==> src/rtl/ins_fetch.sv <==
// Instruction-fetch sequencer: drives PC to a combinational ROM and latches the returned word into IR.
// Optional halt-word detection is compiled in with `define HALT_DETECT_EN.
module ins_fetch #(
  parameter int                PC_W     = 4,
  parameter int                INS_W    = 11,
  parameter logic [PC_W-1:0]   RESET_PC = '0,
  parameter logic [INS_W-1:0]  HALT_OP  = 11'b01100000000
) (
  input  logic             CLK,
  input  logic             RST_N,
  input  logic             START,
  input  logic             STALL,
  input  logic             JMP,
  input  logic [PC_W-1:0]  JMP_ADDR,
  input  logic [INS_W-1:0] INS_IN,
  output logic [PC_W-1:0]  PC,
  output logic [INS_W-1:0] IR,
  output logic             IR_VALID,
  output logic             RUNNING,
  output logic             HALTED
);

`ifdef HALT_DETECT_EN
  localparam logic HALT_DETECT = 1'b1;
`else
  localparam logic HALT_DETECT = 1'b0;
`endif

  typedef enum logic [1:0] {
    IDLE  = 2'd0,
    FETCH = 2'd1,
    HALT  = 2'd2
  } state_t;

  state_t           state, state_next;
  logic [PC_W-1:0]  pc, pc_next;
  logic [INS_W-1:0] ir, ir_next;
  logic             ir_valid, ir_valid_next;

  // NOTE: sequential state uses non-blocking assignments so every register samples pre-edge values.
  always_ff @(posedge CLK or negedge RST_N) begin
    if (!RST_N) begin
      state    <= IDLE;
      pc       <= RESET_PC;
      ir       <= '0;
      ir_valid <= 1'b0;
    end else begin
      state    <= state_next;
      pc       <= pc_next;
      ir       <= ir_next;
      ir_valid <= ir_valid_next;
    end
  end

  // NOTE: every output of this block gets a default first, so no path can infer a latch.
  always_comb begin
    state_next    = state;
    pc_next       = pc;
    ir_next       = ir;
    ir_valid_next = 1'b0;
    unique case (state)
      IDLE, HALT: begin
        if (START) begin
          state_next = FETCH;
          pc_next    = RESET_PC;
        end
      end
      FETCH: begin
        if (START) begin
          pc_next = RESET_PC;
        end else if (JMP) begin
          pc_next = JMP_ADDR;
        end else if (!STALL) begin
          ir_next       = INS_IN;
          ir_valid_next = 1'b1;
          // A halt word is still presented once on IR, but PC freezes on its address.
          if (HALT_DETECT && INS_IN == HALT_OP) begin
            state_next = HALT;
          end else begin
            pc_next = pc + PC_W'(1);
          end
        end
      end
      default: begin
        state_next = IDLE;
        pc_next    = RESET_PC;
      end
    endcase
  end

  assign PC       = pc;
  assign IR       = ir;
  assign IR_VALID = ir_valid;
  assign RUNNING  = (state == FETCH);
  assign HALTED   = (state == HALT);

endmodule
==> config.mk <==
export PLATFORM = sky130hd
export DESIGN_NAME = ins_fetch
export DESIGN_NICKNAME = d
export VERILOG_FILES = /design/src/rtl/ins_fetch.sv
export SDC_FILE = /design/constraint.sdc
export NUM_CORES = 1
export LEC_CHECK = 0
export CORE_ASPECT_RATIO = 0.75
export CORE_MARGIN = 2
export CORE_UTILIZATION = 38
export CTS_BUF_LIST = sky130_fd_sc_hd__clkbuf_16
export DETAILED_ROUTE_END_ITERATION = 7
export PLACE_DENSITY = 0.77
export SLEW_MARGIN = 20
export SYNTH_ARGS = -nofsm -noshare
export SYNTH_HDL_FRONTEND = slang
export SYNTH_SLANG_ARGS = --single-unit
==> constraint.sdc <==
create_clock -name CLK -period 2.3 [get_ports CLK]
set_input_delay 0.345 -clock CLK [delete_from_list [all_inputs] [get_ports CLK]]
set_output_delay 0.345 -clock CLK [all_outputs]
set_load 0.1 [all_outputs]
**After elaboration in Yosys (flattened, before gate mapping)**

Index checks and enable logic that the tools add are counted.

- Output and inout bits: 18
- Register bits after elaboration: 18

- Bitwise operators: 4
- Reductions and logical operators: 5
- Mux-type cells: 11
- Add/subtract/negate cells: 1
- Equal/unequal tests: 4

Operators by type and width:

| cell | count |
|---|---|
| two-way mux 4 bit | 4 |
| case mux 4 bit (2 select lines) | 1 |
| adder 4 x 1 -> 4 bit, second input constant | 1 |
| two-way mux 1 bit | 4 |
| != test 4 bit, second input constant | 1 |
| NOT 1 bit | 4 |
| case mux 2 bit (2 select lines) | 1 |
| AND reduction 2 bit | 2 |
| AND reduction 4 bit | 1 |
| equality test 2 x 1 -> 1 bit, second input constant | 1 |
| equality test 2 bit, second input constant | 1 |
| logical NOT 2 bit | 1 |
| two-way mux 2 bit | 1 |
| != test 2 bit, second input constant | 1 |
| OR reduction 2 bit | 1 |

**Longest topological paths before layout**

- Depth in word-level cells: 5
- Depth in mapped cells: 5
- Mapped depth without buffers: 5

**Least setup slack after synthesis**

OpenSTA, ideal clock, no wires.

- Kind: flip-flop to flip-flop
- From: reg state[0]
- To: reg ir[0], in the netlist IR[0]
- Slack: 18 ps
- Clock period less this slack: 2282 ps
- Cell stages (with the launch flop): 6
- Buffers on the path: 1
- Data required time: 2175 ps
- Data arrival time: 2157 ps
- Setup time: 125 ps
- Cells stage by stage: dfrtp_1 -> inv_2 -> or3_1 -> nor2_1 -> buf_4 -> mux2_2

- Word-level cells in the longest chain between the ends: 2

RTL lines:

| item | line | source |
|---|---|---|
| from (decl) | 35 | `state_t state, state_next;` |
| from (signal assigned) | 48 | `state <= state_next;` |
| equality test 2 x 1 -> 1 bit | 61 | `unique case (state)` |
| AND reduction 4 bit (no source line) | - |  |
| to (signal assigned) | 50 | `ir <= ir_next;` |
| to (decl) | 37 | `logic [INS_W-1:0] ir, ir_next;` |

No other way between the ends.
A chain may end at the register's enable or synchronous reset.

**Worst setup path in the final report**

- From: reg state[0]
- To: reg ir[7], in the netlist IR[7]

The elaborated chain is that of the path after synthesis.

==> results.md <==
- Sequential share of power: 30.3%
- Max-slew violation count: 0
- Port bufs: 36
- Period minus WS final: 1.76 ns
- Main synth FF type: dfrtp_1
- Syn Area/Cell: roughly 12 um2
- Critical path required time: 2.43 ns
- Mapped Area: 742 um2
- RSZ-0062 raised after global routing: no
- Cts hold-fix bufs: 0
- Clk_lat worst skew: 0.24 ns
- RD Place Congestion: between 0.7 and 0.8
- Initial DRC Count: 11
- Post-route DRC: 0
- Slew HR: 53.4%
- Hold Vio Cnt, Final: 0
- Detail-routed net length per standard cell: 12.9 um
- Pleak: roughly 0.53 nW
- Synth top area share: 57.3%
- Logic pwr share: 42.0%
- Final worst-path cycle share: around 76%
- Global-route wire length before repair: 2.57 mm
- Die W: ~55 um
- Register area share after synthesis: 57.3%
- Antenna cells: 0
- Clock transition at path regs: 0.05 ns
- Routed Antenna Nets: 0
- Die area: 2330 um2
- Core area: roughly 1800 um2
- Grt total ovfl: 0
- Worst-margin pin slew: about 0.7 ns
- TNS Setup: 0 ns
- Switching Share: 42.4%
- Clock group share of total power: between 20 and 30%
- Status: complete, no violations
- R2R Path Start: state[0]$_DFFE_PN0P_
- PwrDens: 1040 nW/um2
- Worst Hold End: IR[0]$_DFFE_PN0P_
- Die Y: approximately 42 um
- Power Internal: between 600 and 700 uW
- Setup bufs post-CTS: 0
- Synth top area cells: dfrtp_1 57%, mux2_2 17%, a2bb2oi_1 2.4%
- Startpoint class of the critical path: flip-flop
- Yosys top cell by area: dfrtp_1
- CTS Sinks: 17
- Asr flop ratio synth: 100%
- Fmax: 569 MHz
- Total net switching power: 516 uW
- Bufs and invs on worst path: 2
- Root Driver: clkbuf_16
- TritonCTS Buffers: 3
- Worst reg2reg path endpoint: IR[7]$_DFFE_PN0P_
- Layout Nets: 121
- Post-synth EDFFs: 0
- Crit end category: flip-flop
- R2R setup slack: 0.54 ns
- FF+latch count, synth: 17
- Fin util: between 60% and 70%
- Share of layout cells above drive strength 1: 36.4%
- Ys Warns: 0
- CTS-repair resized insts: 0
- Initial DRT Pass Iterations: 4
- Number of global-route vias before repair: 576
- Initial Util: 41.5%
- Initial antenna violation count: 0
- Netlist cell types: 25
- Largest net degree at the start of global routing: 18
- CTS tree: built
- Total number of vias: approximately 600
- Critical-path cell list: inv_2, or3_1, nor2_1, buf_4, mux2_2
- Number of max-cap violations: 0
- Syn Nets: 81
- Cell with the most instances after synthesis: dfrtp_1
- Reg2reg path depth: 5
- Hold depth: 1
- # setup viols final: 0
- Worst Hold Class: reg2reg
- Fin Clk Skew: 0.00112 ns
- Routed WL: about 1.6 mm
- WS Path Type: reg2reg
- Synth-to-layout area growth: 56.8%
- Total Routing Usage GR: 15.8%
- Clk buf depth: 2
- Max VDD drop: between 0.6 and 0.7 mV
- CP delay by family, top: simple AND/OR/NAND/NOR gates
- H-tree depth: 1
- Max incr delay on CP: 0.46 ns
- Gate Count Post-Synth: 60
- Num ports: 38
- # rows: 13
- CP Max Fanout: 12
- Most frequent cells after synthesis: 17 x dfrtp_1, 11 x mux2_2, 4 x nor2_1, 3 x o21ai_0
- Slowest cell on crit path: dfrtp_1
- Arr. time, crit path: 1.88 ns
- Routed vias/inst: 5.05
- Design Power: 1.22 mW
- HPWL Detailed: ~1.2 mm
- Worst Hold Launch: IR[0]$_DFFE_PN0P_
==> final cells by class <==
cell class / count / area, um2
sequential: 17 / 425
timing repair buffer: 38 / 333
inverter: 3 / 11.3
tap: 22 / 27.5
clock buffer: 3 / 75.1
fill: 143 / 626
clock inverter: 1 / 5.00
multi-input combinational: 37 / 287
==> how the worst max path moves through the flow <==
| stage | end | start | slack (ns) | cells after the start |
|---|---|---|---|---|
| after floorplan | IR[0]$_DFFE_PN0P_ | state[0]$_DFFE_PN0P_ | 0.02 | 5 |
| after global placement | IR[4]$_DFFE_PN0P_ | STALL | 0.37 | 5 |
| after detailed placement | IR[7]$_DFFE_PN0P_ | STALL | 0.32 | 5 |
| after CTS | IR[7]$_DFFE_PN0P_ | state[0]$_DFFE_PN0P_ | 0.52 | 5 |
| after global routing | IR[7]$_DFFE_PN0P_ | state[0]$_DFFE_PN0P_ | 0.48 | 5 |
| final | IR[7]$_DFFE_PN0P_ | state[0]$_DFFE_PN0P_ | 0.54 | 5 |
==> routing by layer <==
metal,wire length [um],vias to the layer above,global-route usage (%)
met2,809,20,25.7
met5,0,-,0
met4,21,0,5.85
met1,658,298,18.1
met3,74,2,6.43
li1,-,291,-
==> cells by family after synthesis <==
group,Yosys count,share of synthesized area [%]
buffers and inverters,6,4.05
multiplexers,11,16.7
AO/OA/AOI/OAI,11,10.1
adder cells (fa/ha/maj),1,1.69
flip-flops,17,57.3
AND/OR/NAND/NOR,13,9.61
other,1,0.505
==> registers in the layout (all words and copies together) (netlist names) <==
signal,count
IR,11
PC,4
IR_VALID,1
state,1
==> metrics by stage <==
stage | area, um2 | worst slack (ns) | cells | hold WS [ns]
floorplan | 742 | 0.0176 | 60 | 0.0494
finish | 1160 | 0.543 | 121 | 0.504
global placement | 1080 | 0.371 | 117 | 0.491
CTS | 1160 | 0.523 | 121 | 0.509
global route | 1160 | 0.485 | 121 | 0.527
detailed placement | 1080 | 0.321 | 117 | 0.498
==> power by group through the flow <==
stage | combinational, mW | clock (mW) | sequential (mW)
after floorplan | 0.0654 | 0 | 0.692
after global routing | 0.528 | 0.370 | 0.375
final | 0.511 | 0.336 | 0.368
after detailed placement | 0.514 | 0 | 0.374
after CTS | 0.514 | 0.348 | 0.369
after global placement | 0.509 | 0 | 0.373
==> placed cells by master (no fill, tap or decap) <==
| cell | count |
|---|---|
| clkdlybuf4s50_1 | 19 |
| buf_4 | 19 |
| dfrtp_1 | 17 |
| mux2_2 | 11 |
| nor2_1 | 4 |
| o21ai_0 | 3 |
| clkbuf_16 | 3 |
| a21oi_1 | 2 |
| inv_1 | 2 |
| a2bb2oi_1 | 2 |
| inv_2 | 1 |
| or3_1 | 1 |
| nor3_1 | 1 |
| nor2b_1 | 1 |
| a22oi_1 | 1 |
| nand2b_1 | 1 |
| o31ai_1 | 1 |
| a221oi_1 | 1 |
| nand2_1 | 1 |
| or4b_1 | 1 |
| nand3b_1 | 1 |
| nand3_1 | 1 |
| a41oi_1 | 1 |
| or2_2 | 1 |
| ha_1 | 1 |
| conb_1 | 1 |
| clkinv_2 | 1 |
==> worst reg2reg max path, delay by kind of cell (launching register included) <==
family | cells | cell delay [ns]
and+or+nand+nor | 2 | 0.51
DFF | 1 | 0.46
muxes | 1 | 0.36
buffers and inverters | 2 | 0.31
(Power assumes the default switching activity.)
